$ cat config.mk
export PLATFORM = sky130hd
export DESIGN_NAME = alu_serial_seq
export DESIGN_NICKNAME = d
export VERILOG_FILES = /design/src/rtl/alu_serial_pkg.sv /design/src/rtl/alu_bit_slice.sv /design/src/rtl/alu_serial_seq.sv
export SDC_FILE = /design/constraint.sdc
export NUM_CORES = 1
export LEC_CHECK = 0
export ABC_CLOCK_PERIOD_IN_PS = 8600
export CAP_MARGIN = 20
export CORE_ASPECT_RATIO = 1.4
export CORE_MARGIN = 1.5
export CORE_UTILIZATION = 53
export DETAILED_ROUTE_END_ITERATION = 7
export GPL_TIMING_DRIVEN = 0
export MAX_ROUTING_LAYER = met4
export PLACE_DENSITY = 0.83
export SYNTH_ARGS = -nofsm -noshare
export SYNTH_HDL_FRONTEND = slang
export SYNTH_HIERARCHICAL = 1
export SYNTH_SLANG_ARGS = --single-unit
$ cat constraint.sdc
create_clock -name clk -period 8.6 [get_ports clk]
set_input_delay 2.15 -clock clk [delete_from_list [all_inputs] [get_ports clk]]
set_output_delay 2.15 -clock clk [all_outputs]
set_load 0.005 [all_outputs]
$ cat src/rtl/alu_serial_pkg.sv
// Shared types and op-code constants for the bit-serial ALU sequencer.
package alu_serial_pkg;

    typedef enum logic [1:0] {
        IDLE = 2'd0,
        RUN  = 2'd1,
        DONE = 2'd2
    } state_t;

    localparam logic [1:0] OP_AND = 2'b00;
    localparam logic [1:0] OP_OR  = 2'b01;
    localparam logic [1:0] OP_SUM = 2'b10;
    localparam logic [1:0] OP_XOR = 2'b11;

endpackage

$ cat src/rtl/alu_bit_slice.sv
// Combinational 1-bit ALU slice; cout is always the full-adder carry.
module alu_bit_slice
    import alu_serial_pkg::*;
(
    input  logic       a,
    input  logic       b,
    input  logic       cin,
    input  logic [1:0] operacion,
    output logic       res,
    output logic       cout
);

    always_comb begin
        res  = 1'b0;
        cout = (a & b) | (cin & (a ^ b));
        case (operacion)
            OP_AND:  res = a & b;
            OP_OR:   res = a | b;
            OP_SUM:  res = a ^ b ^ cin;
            OP_XOR:  res = a ^ b;
            default: res = 1'b0;
        endcase
    end

endmodule

$ cat src/rtl/alu_serial_seq.sv
// Bit-serial sequencer driving one alu_bit_slice LSB-first.
// Optional zero/overflow flag ports are enabled by defining ALU_SERIAL_FLAGS_EN.
//
//   state | meaning
//   IDLE  | waiting for a request, in_ready=1
//   RUN   | one result bit per cycle, carry held in carry_q
//   DONE  | first cycle settles flags, then holds result with out_valid=1
module alu_serial_seq
    import alu_serial_pkg::*;
#(
    parameter int W = 8
) (
    input  logic         clk,
    input  logic         rst_n,
    input  logic         in_valid,
    output logic         in_ready,
    input  logic [W-1:0] op_a,
    input  logic [W-1:0] op_b,
    input  logic [1:0]   operacion,
    input  logic         Ainv,
    input  logic         Binv,
    input  logic         Cin,
    output logic         out_valid,
    input  logic         out_ready,
    output logic [W-1:0] resultado,
    output logic         Cout
`ifdef ALU_SERIAL_FLAGS_EN
    ,
    output logic         zero,
    output logic         overflow
`endif
);

    localparam int CW = $clog2(W);
    localparam logic [CW-1:0] LAST = CW'(W - 1);

    state_t        state_q, state_d;
    logic [CW-1:0] cnt_q, cnt_d;
    logic          carry_q, carry_d;
    logic [W-1:0]  a_q, a_d, b_q, b_d, res_q, res_d;
    logic [1:0]    op_q, op_d;
    logic          ainv_q, ainv_d, binv_q, binv_d;
    logic          cout_q, cout_d;
    logic          in_ready_q, in_ready_d;
    logic          out_valid_q, out_valid_d;
`ifdef ALU_SERIAL_FLAGS_EN
    logic          zero_q, zero_d, ovf_q, ovf_d;
`endif

    logic sl_a, sl_b, sl_res, sl_cout;

    assign sl_a = a_q[cnt_q] ^ ainv_q;
    assign sl_b = b_q[cnt_q] ^ binv_q;

    alu_bit_slice u_slice (
        .a         (sl_a),
        .b         (sl_b),
        .cin       (carry_q),
        .operacion (op_q),
        .res       (sl_res),
        .cout      (sl_cout)
    );

    always_comb begin
        state_d     = state_q;
        cnt_d       = cnt_q;
        carry_d     = carry_q;
        a_d         = a_q;
        b_d         = b_q;
        res_d       = res_q;
        op_d        = op_q;
        ainv_d      = ainv_q;
        binv_d      = binv_q;
        cout_d      = cout_q;
        in_ready_d  = in_ready_q;
        out_valid_d = out_valid_q;
`ifdef ALU_SERIAL_FLAGS_EN
        zero_d      = zero_q;
        ovf_d       = ovf_q;
`endif
        case (state_q)
            IDLE: begin
                if (in_valid) begin
                    a_d        = op_a;
                    b_d        = op_b;
                    op_d       = operacion;
                    ainv_d     = Ainv;
                    binv_d     = Binv;
                    carry_d    = Cin;
                    cnt_d      = '0;
                    in_ready_d = 1'b0;
                    state_d    = RUN;
                end
            end
            RUN: begin
                res_d[cnt_q] = sl_res;
                carry_d      = sl_cout;
                if (cnt_q == LAST) begin
                    cout_d  = sl_cout;
`ifdef ALU_SERIAL_FLAGS_EN
                    ovf_d   = carry_q ^ sl_cout;
`endif
                    state_d = DONE;
                end else begin
                    cnt_d = cnt_q + 1'b1;
                end
            end
            DONE: begin
                // First DONE cycle lets the assembled word settle before it is presented.
                if (!out_valid_q) begin
                    out_valid_d = 1'b1;
`ifdef ALU_SERIAL_FLAGS_EN
                    zero_d      = (res_q == '0);
`endif
                end else if (out_ready) begin
                    out_valid_d = 1'b0;
                    in_ready_d  = 1'b1;
                    state_d     = IDLE;
                end
            end
            default: begin
                state_d    = IDLE;
                in_ready_d = 1'b1;
            end
        endcase
    end

    always_ff @(posedge clk or negedge rst_n) begin
        if (!rst_n) begin
            state_q     <= IDLE;
            cnt_q       <= '0;
            carry_q     <= 1'b0;
            a_q         <= '0;
            b_q         <= '0;
            res_q       <= '0;
            op_q        <= 2'b00;
            ainv_q      <= 1'b0;
            binv_q      <= 1'b0;
            cout_q      <= 1'b0;
            in_ready_q  <= 1'b1;
            out_valid_q <= 1'b0;
`ifdef ALU_SERIAL_FLAGS_EN
            zero_q      <= 1'b0;
            ovf_q       <= 1'b0;
`endif
        end else begin
            state_q     <= state_d;
            cnt_q       <= cnt_d;
            carry_q     <= carry_d;
            a_q         <= a_d;
            b_q         <= b_d;
            res_q       <= res_d;
            op_q        <= op_d;
            ainv_q      <= ainv_d;
            binv_q      <= binv_d;
            cout_q      <= cout_d;
            in_ready_q  <= in_ready_d;
            out_valid_q <= out_valid_d;
`ifdef ALU_SERIAL_FLAGS_EN
            zero_q      <= zero_d;
            ovf_q       <= ovf_d;
`endif
        end
    end

    assign in_ready  = in_ready_q;
    assign out_valid = out_valid_q;
    assign resultado = res_q;
    assign Cout      = cout_q;
`ifdef ALU_SERIAL_FLAGS_EN
    assign zero      = zero_q;
    assign overflow  = ovf_q;
`endif

endmodule
==> summary.md, run 1 <==
| Metric | Value |
|---|---|
| Status | `finished, final reports clean` |
| DR vias/cell | `5.59` |
| Inserted Clock Buffers | `5` |
| Peak Freq | `277 MHz` |
| Die Y | `72.0 um` |
| Port Buffers | `35` |
| Mapped Cells | `136` |
| Core area | `3180 um^2` |
| Final setup violation count | `0` |
| Crit-path max FO | `10` |
| Number of setup buffers added after CTS | `0` |
| CTS tree | `done` |
| GRT Util Overall | `22.9%` |
| DRC Markers | `0` |
| Minimum clock period | `3.61 ns` |
| Synth Register Bits | `37` |
| Largest net degree at the start of global routing | `38` |
| Chip width | `52.3 um` |
| Syn_nets | `166` |
| Commonest non-fill, non-tap cell in the layout | `dfrtp_1` |
| Vias in the first global route | `1354` |
| Number of diodes | `0` |
| Hold_buf cts | `0` |
| Post-Route WL | `3580 um` |
| # IOs | `36` |
| Wirelength per Cell | `16.4 um` |
| Pleak | `1.01 nW` |
| CTS resizes | `0` |
| Total grt overflow | `0` |
| Worst-Skew Late Latency | `0.29 ns` |
| Worst relative slew slack | `46.1%` |
| DP Worst Slack | `4.73 ns` |
| Depth of the CTS H-tree | `2` |
| Final period utilization | `42.0%` |
| Share of cells above drive strength 1 | `25.1%` |
| Comb power frac | `52.6%` |
| CP required | `8.77 ns` |
| VDD IR max | `0.000256 V` |
| Sequential fraction of design power | `33.4%` |
| RSZ-0062 raised after global routing | `no` |
| Max Cap Viol | `0` |
| Crit path kind | `input pin to register` |
| Initial antenna violation count | `0` |
| Final Wtd Congestion | `0.867` |
| Pwr Density | `414 nW/um^2` |
| Post-synthesis sequential area ratio | `51.5%` |
| Drt pass-1 iters | `4` |
| Clock-pin slew on the worst setup and hold paths | `0.07 ns` |
| Final setup margin | `4.99 ns` |
| Cell area after layout | `2300 um^2` |
| Worst path arrival time | `3.78 ns` |
| Most frequent cells in the layout | `dfrtp_1 (36), clkdlybuf4s50_1 (34), mux2_2 (25)` |
| Pwr Total | `0.000952 W` |
| Clk pwr share | `14.0%` |
| P_sw | `0.000342 W` |
| Startpoint Class | `input pin` |
| Post-Synthesis Mean Instance Area | `13.2 um^2` |
| CTS Sinks | `37` |
| Synth-to-Final Area Change | `27.5%` |
| Slew @ Worst Pin | `0.808 ns` |
| Cell area after synthesis | `1800 um^2` |
| Initial core utilization | `56.6%` |
| Final Hold Vio Count | `0` |
| Synth unique cells | `29` |
| Placement Rows | `24` |
| DP HPWL | `2690 um` |
| Number of DRC markers in iteration 0 | `38` |
| Synth warnings | `6` |
| Post-route ant nets | `0` |
| Placed Cells | `210` |
| Nets | `208` |
| Layout Cells excl Fill | `218` |
| Worst Setup End Kind | `register` |
| Final slew viol count | `0` |
| Vias | `1218` |
| Max Clock Skew | `0.00636 ns` |
| Post-place instance area | `2200 um^2` |
| Switch share | `35.9%` |
| CTS max path bufs | `2` |
| First-pass GRT wire length | `6110 um` |
| Final setup TNS | `0 ns` |
| Die Area | `3760 um^2` |
| Cell Int Power | `0.000610 W` |
| Worst min-delay path class | `register to register` |
| CTS root buf | `clkbuf_8` |
[registers in the layout, indices dropped and copies added, names as in the netlist]
name / flops
state_q: 2
ainv_q: 1
b_q: 8
op_q: 2
a_q: 8
out_valid: 1
carry_q: 1
binv_q: 1
cnt_q: 3
Cout: 1
resultado: 8
in_ready: 1
[area by class of cell]
class	count	area, um^2
flip-flops and latches	37	927
fillers	245	886
multi-input cells	83	798
repair buffers	35	345
clock buffers	7	96.3
well taps	39	48.8
plain buffers	8	46.3
inverters	8	30.0
clock inverters	1	5.00
[critical path, stage by stage]
cell and delay (ns):
clkdlybuf4s50_1 0.53, nor2b_1 0.26, nor2b_1 0.19, buf_2 0.28, mux2_2 0.37
[Yosys cell counts]
| cell type | n | share of area (%) |
|---|---|---|
| buf_2 | 4 | 1.1 |
| mux2_2 | 25 | 16 |
| o21ai_0 | 3 | 0.83 |
| nand2_1 | 4 | 0.83 |
| a21oi_1 | 2 | 0.56 |
| nor3b_1 | 2 | 0.83 |
| clkbuf_1 | 2 | 0.42 |
| nand4_1 | 1 | 0.35 |
| xnor2_1 | 2 | 0.97 |
| a211o_1 | 1 | 0.49 |
| buf_6 | 1 | 0.62 |
| nand3_1 | 1 | 0.28 |
| dfstp_2 | 1 | 1.5 |
| a22oi_1 | 1 | 0.42 |
| nand3b_1 | 3 | 1.2 |
| ha_1 | 4 | 2.8 |
| nor3_1 | 1 | 0.28 |
| nor2b_1 | 4 | 1.4 |
| mux4_2 | 3 | 3.7 |
| buf_4 | 1 | 0.42 |
| a22o_1 | 5 | 2.4 |
| nor2_1 | 4 | 0.83 |
| mux2i_1 | 9 | 5.0 |
| dfrtp_1 | 36 | 50 |
| o22a_1 | 1 | 0.49 |
| nor3b_2 | 1 | 0.69 |
| mux2_1 | 5 | 3.1 |
| inv_1 | 8 | 1.7 |
| fa_1 | 1 | 1.1 |
[power groups by stage]
| stage | Combinational (W) | Clock (W) | Sequential, W |
|---|---|---|---|
| 2_1_floorplan | 0.000349 | 0 | 0.000308 |
| 3_3_place_gp | 0.000468 | 0 | 0.000315 |
| 3_5_place_dp | 0.000505 | 0 | 0.000322 |
| 4_1_cts | 0.000508 | 0.000135 | 0.000319 |
| 5_1_grt | 0.000556 | 0.000141 | 0.000328 |
| 6_report | 0.000501 | 0.000133 | 0.000318 |
[per-layer routing]
metal / global-route usage, % / vias to the layer above / wire, um
met5: - / - / 0
met4: 9.40 / 0 / 96
met3: 5.35 / 10 / 123
met2: 40.9 / 37 / 2010
met1: 23.4 / 611 / 1350
li1: - / 560 / -
[stage by stage]
stage               util (%)  hold slack [ns]
CTS                     72.2            0.505
detailed placement      69.0            0.488
global route            72.2            0.518
floorplan                  -            0.467
finish                  72.2            0.498
global placement        69.1            0.473
[worst paths after layout]
kind	cells after the start	slack [ns]	end	from
worst max-delay path	5	4.99	a_q[6]	in_valid
worst min-delay path	1	0.50	op_q[1]	op_q[1]
worst max register to register	10	5.40	resultado[2]	cnt_q[0]
worst min register to register	1	0.50	op_q[1]	op_q[1]
max in group asynchronous	1	6.15	a_q[5]	rst_n
min in group asynchronous	1	1.94	op_q[0]	rst_n
[cell families after synthesis]
group	Yosys count	synth area share, %
multiplexers	42	27.5
flip-flops	37	51.5
AND/OR/NAND/NOR	21	6.73
buffers and inverters	16	4.24
AO/OA/AOI/OAI	13	5.21
adder cells (fa/ha/maj)	5	3.89
XOR/XNOR	2	0.972
No activity file was read; power rests on OpenSTA's default activity.
==> inputs of run 2 (changes only) <==
- ABC_CLOCK_PERIOD_IN_PS: 8600 -> 3500
- CORE_UTILIZATION: 53 -> 51
- PLACE_DENSITY: 0.83 -> 0.8
- clock period: 8.6 -> 3.5 ns (I/O delays scaled with it)
==> summary.md, run 2 (synthesized netlist as in run 1, its figures left out) <==
| Metric | Value |
|---|---|
| CP required | `3.67 ns (-5.10 ns)` |
| Final setup TNS | `0 ns (unchanged)` |
| Crit path kind | `register to register` |
| Cell area after layout | `2280 um^2 (-0.60%)` |
| Final core utilization | `67.6% (-4.6 points)` |
| Minimum clock period | `3.16 ns` |
| Final period utilization | `90.3%` |
| Largest net degree at the start of global routing | `38 (unchanged)` |
| Startpoint Class | `register` |
| FF/Latch Area | `927 um^2 (unchanged)` |
| CTS resizes | `0 (unchanged)` |
| Max incr delay on CP | `0.54 ns (about the same)` |
| Post-place instance area | `2200 um^2 (about the same)` |
| Drt pass-1 iters | `4 (unchanged)` |
| Final setup margin | `0.338 ns (-4.65 ns)` |
| Initial antenna violation count | `0 (unchanged)` |
| Cell Int Power | `0.00146 W (+140%)` |
| Clock-pin slew on the worst setup and hold paths | `0.07 ns (about the same)` |
| Total grt overflow | `0 (unchanged)` |
| Switch share | `34.8% (-1.1 points)` |
| Wirelength per Cell | `14.9 um (-9.4%)` |
| Area of the multi-input gates | `798 um^2 (unchanged)` |
| Worst relative slew slack | `46.3% (+0.16 points)` |
| Pwr Density | `979 nW/um^2 (+140%)` |
| Clk pwr share | `12.9% (-1.1 points)` |
| RSZ-0062 raised after global routing | `no` |
| Final Hold Vio Count | `0 (unchanged)` |
| Worst Setup End Kind | `register` |
| Final setup violation count | `0 (unchanged)` |
| Die Area | `3900 um^2 (+3.7%)` |
| Inserted Clock Buffers | `5 (unchanged)` |
| Share of cells above drive strength 1 | `25.1% (unchanged)` |
| Hold_buf cts | `0 (unchanged)` |
| DRC Markers | `0 (unchanged)` |
| DP HPWL | `2420 um (-10%)` |
| Post-route ant nets | `0 (unchanged)` |
| Status | `finished, final reports clean` |
| Placement Rows | `25 (+4.2%)` |
| Most frequent cells in the layout | `dfrtp_1 (36), clkdlybuf4s50_1 (34), mux2_2 (25)` |
| Slew @ Worst Pin | `0.806 ns (-0.00243 ns)` |
| Fillers | `272 (+11%)` |
| CTS root buf | `clkbuf_8` |
| Vias in the first global route | `1240 (-8.4%)` |
| Core area | `3380 um^2 (+6.1%)` |
| Post-Route WL | `3250 um (-9.0%)` |
| Chip width | `53.2 um (+1.8%)` |
| Worst path top cell family by delay | `multiplexers` |
| Pleak | `0.996 nW (-1.0%)` |
| Nets | `208 (unchanged)` |
| VDD IR max | `0.000620 V (+140%)` |
| First-pass GRT wire length | `5520 um (-9.6%)` |
| Worst-Skew Late Latency | `0.29 ns (about the same)` |
| Sequential fraction of design power | `34.5% (+1.1 points)` |
| Worst path arrival time | `3.33 ns (-0.45 ns)` |
| P_sw | `0.000779 W (+130%)` |
| CTS max path bufs | `2 (unchanged)` |
| Number of diodes | `0 (unchanged)` |
| CTS tree | `done` |
| Peak Freq | `316 MHz` |
| DR vias/cell | `5.35 (-4.2%)` |
| Final slew viol count | `0 (unchanged)` |
| Port Buffers | `35 (unchanged)` |
| Final Wtd Congestion | `0.784 (-9.6%)` |
| Commonest non-fill, non-tap cell in the layout | `dfrtp_1` |
| Initial core utilization | `53.3% (-3.3 points)` |
| Worst hold slack | `0.495 ns (-0.00253 ns)` |
| Comb power frac | `52.6% (about the same)` |
| Die Y | `73.3 um (+1.9%)` |
| Vias | `1172 (-3.8%)` |
| Max Cap Viol | `0 (unchanged)` |
| Critical Path, Cell by Cell | `buf_4 -> buf_6 -> mux2i_1 -> mux4_2 -> xnor2_1 -> inv_1 -> fa_1 -> inv_1 -> mux4_2 -> mux2_1` |
| GRT Util Overall | `20.3% (-2.6 points)` |
| CP bufs+invs | `4 (+2)` |
| DP Worst Slack | `0.331 ns (-4.40 ns)` |
| Critical path's slowest cell | `fa_1` |
| Worst min-delay path class | `register to register` |
| # IOs | `36 (unchanged)` |
| Number of DRC markers in iteration 0 | `31 (-18%)` |
| Number of setup buffers added after CTS | `0 (unchanged)` |
| Depth of the CTS H-tree | `2 (unchanged)` |
| Max Clock Skew | `0.00455 ns (-0.00180 ns)` |
| CTS Sinks | `37 (unchanged)` |
| Crit-path max FO | `10 (unchanged)` |
| Synth-to-Final Area Change | `26.7%` |
[run 2: power groups by stage]
stage / sequential, W / clock (W) / combinational [W]
5_1_grt: 0.000802 / 0.000315 / 0.00134
3_3_place_gp: 0.000770 / 0 / 0.00114
3_5_place_dp: 0.000784 / 0 / 0.00119
4_1_cts: 0.000777 / 0.000296 / 0.00120
6_report: 0.000771 / 0.000288 / 0.00118
2_1_floorplan: 0.000757 / 0 / 0.000858
[run 2: worst paths after layout]
kind                       cells after the start            to         start  slack [ns]
max                                           10  resultado[2]      cnt_q[0]        0.34
min                                            1  resultado[0]  resultado[0]        0.50
max reg2reg                                   10  resultado[2]      cnt_q[0]        0.34
min reg2reg                                    1  resultado[0]  resultado[0]        0.50
max in group asynchronous                      1    state_q[1]         rst_n        2.32
min in group asynchronous                      1        b_q[1]         rst_n        0.67
[run 2: area by class of cell]
class	count	share of cell area, %
well taps	40	2.19
repair buffers	35	15.1
multi-input cells	83	35.0
flip-flops and latches	37	40.6
clock buffers	5	3.01
inverters	8	1.32
clock inverters	3	0.767
plain buffers	8	2.03
[run 2: metal layers]
metal | global-route usage, % | wire, um | share of wire [%]
met1 | 23.0 | 1360 | 42
met2 | 33.2 | 1710 | 53
met3 | 5.08 | 127 | 3.9
met4 | 9.12 | 58 | 1.8
met5 | - | 0 | 0
[run 2: through the flow]
| step | power [W] | std cells |
|---|---|---|
| finish | 0.00224 | 219 |
| detailed placement | 0.00198 | 211 |
| CTS | 0.00227 | 219 |
| floorplan | 0.00162 | 136 |
| global route | 0.00246 | 219 |
| global placement | 0.00191 | 211 |
==> RTL edit (config.mk and constraints of run 2) <==
Build with the macro `ALU_SERIAL_FLAGS_EN` defined.
--- a/src/rtl/alu_serial_seq.sv
+++ b/src/rtl/alu_serial_seq.sv
@@ -6,4 +6,6 @@
 //   RUN   | one result bit per cycle, carry held in carry_q
 //   DONE  | first cycle settles flags, then holds result with out_valid=1
+`define ALU_SERIAL_FLAGS_EN
+
 module alu_serial_seq
     import alu_serial_pkg::*;
Function (old outputs only; new: overflow and zero): kept (Yosys induction, for registers that start in step).
==> RTL edit against run 2 <==
  * Sequential cell count grew 2
  * Wire length grew 11%
  * Utilization shrank 1.4 points
  * Synthesized area grew 4.9%
  * Power grew 7.0%
  * Via count grew 7.2%
  * Highest routed layer unchanged
  * Final area grew 4.7%
  * Largest cell class unchanged
  * Worst setup slack gained 27 ps
  * Sequential power grew 8.6%
==> RTL edit: results (changes against run 2) <==
outcome complete, no violations; Post-synth top cells 38 x dfrtp_1, 30 x mux2_2, 9 x mux2i_1; Max VDD drop 0.666 mV (+7.5%); area fraction in compound gates after synthesis 5.56% (+0.35 points); metal3 WL 161 um (+27%); mux contribution to synthesized area 26.2% (-1.3 points); setup TNS 0 ps (unchanged); seq_cells 39 (+5.4%); largest net degree at the start of global routing 40 (+5.3%); Top FF cell, synth dfrtp_1; Routed WL 3610 um (+11%); ranking of synthesized cells by area dfrtp_1 50%, mux2_2 18%, mux2i_1 4.8%, mux4_2 3.6%, ha_1 2.6%; Synth Area in XOR/XNOR 1.39% (+0.42 points); pre-CTS WS 359 ps (+27.6 ps); clk_lat worst skew 290 ps (about the same); Leak 1.03 nW (+3.6%); register area share after synthesis 51.7% (+0.23 points); Metal-1 WL 1390 um (+2.6%); multi-input combinational cell count 93 (+12%); grt met1 use 23.5% (+0.46 points); Non-clock buffers, area share 16.8% (-0.34 points); Post-CTS Hold Fix Bufs 0 (unchanged); worst clock skew 5.17 ps (+0.618 ps); first-pass GRT wire length 5980 um (+8.2%); Reg area 977 um2 (+5.4%); clock buffer count 7 (+2); area occupied by multi-input gates 851 um2 (+6.6%); cts bufs inserted 5 (unchanged); total track usage 21.8% (+1.5 points); Buffers on Ports 37 (+5.7%); post-layout net count 220 (+5.8%); GRT met3 Usage 5.75% (+0.67 points); Syn Nets 176 (+6.0%); met2 usage 37.3% (+4.2 points); Non-CTS buffers 44 (+2.3%); via count 1256 (+7.2%); post-DP HPWL 2710 um (+12%); Inverters 7 (-1); Fill cells 274 (+0.74%); share of layout cells above drive strength 1 23.0% (-2.1 points); Detailed Route Iter0 Violations 24 (-23%); met2 WL 1990 um (+17%); Final clock-cell share 3.40% (-0.38 points); Worst Tran Pin Value 848 ps (+42.7 ps)
==> RTL edit: power breakdown <==
group	internal [W]	switching, W
Clock	0.000140	0.000150
Combinational	0.000722	0.000543
Sequential	0.000682	0.000155
==> RTL edit: per-stage QoR <==
step | util (%) | instance area (um2) | instances | hold slack (ps) | power, W
2_1_floorplan | - | 1890 | 146 | 473 | 0.00172
3_3_place_gp | 64.1 | 2310 | 225 | 470 | 0.00205
3_5_place_dp | 63.9 | 2310 | 225 | 494 | 0.00212
4_1_cts | 66.2 | 2390 | 233 | 511 | 0.00242
5_1_grt | 66.2 | 2390 | 233 | 531 | 0.00260
6_report | 66.2 | 2390 | 233 | 501 | 0.00239
==> RTL edit: path summary, 6_finish.rpt <==
kind                           from           end  slack [ps]  cells after the start
max                        cnt_q[0]  resultado[7]         360                      9
max in group asynchronous     rst_n       carry_q        2280                      1
min in group asynchronous     rst_n          zero         680                      1
max reg2reg                cnt_q[0]  resultado[7]         360                      9
min reg2reg                overflow      overflow         500                      2
min                        overflow      overflow         500                      2
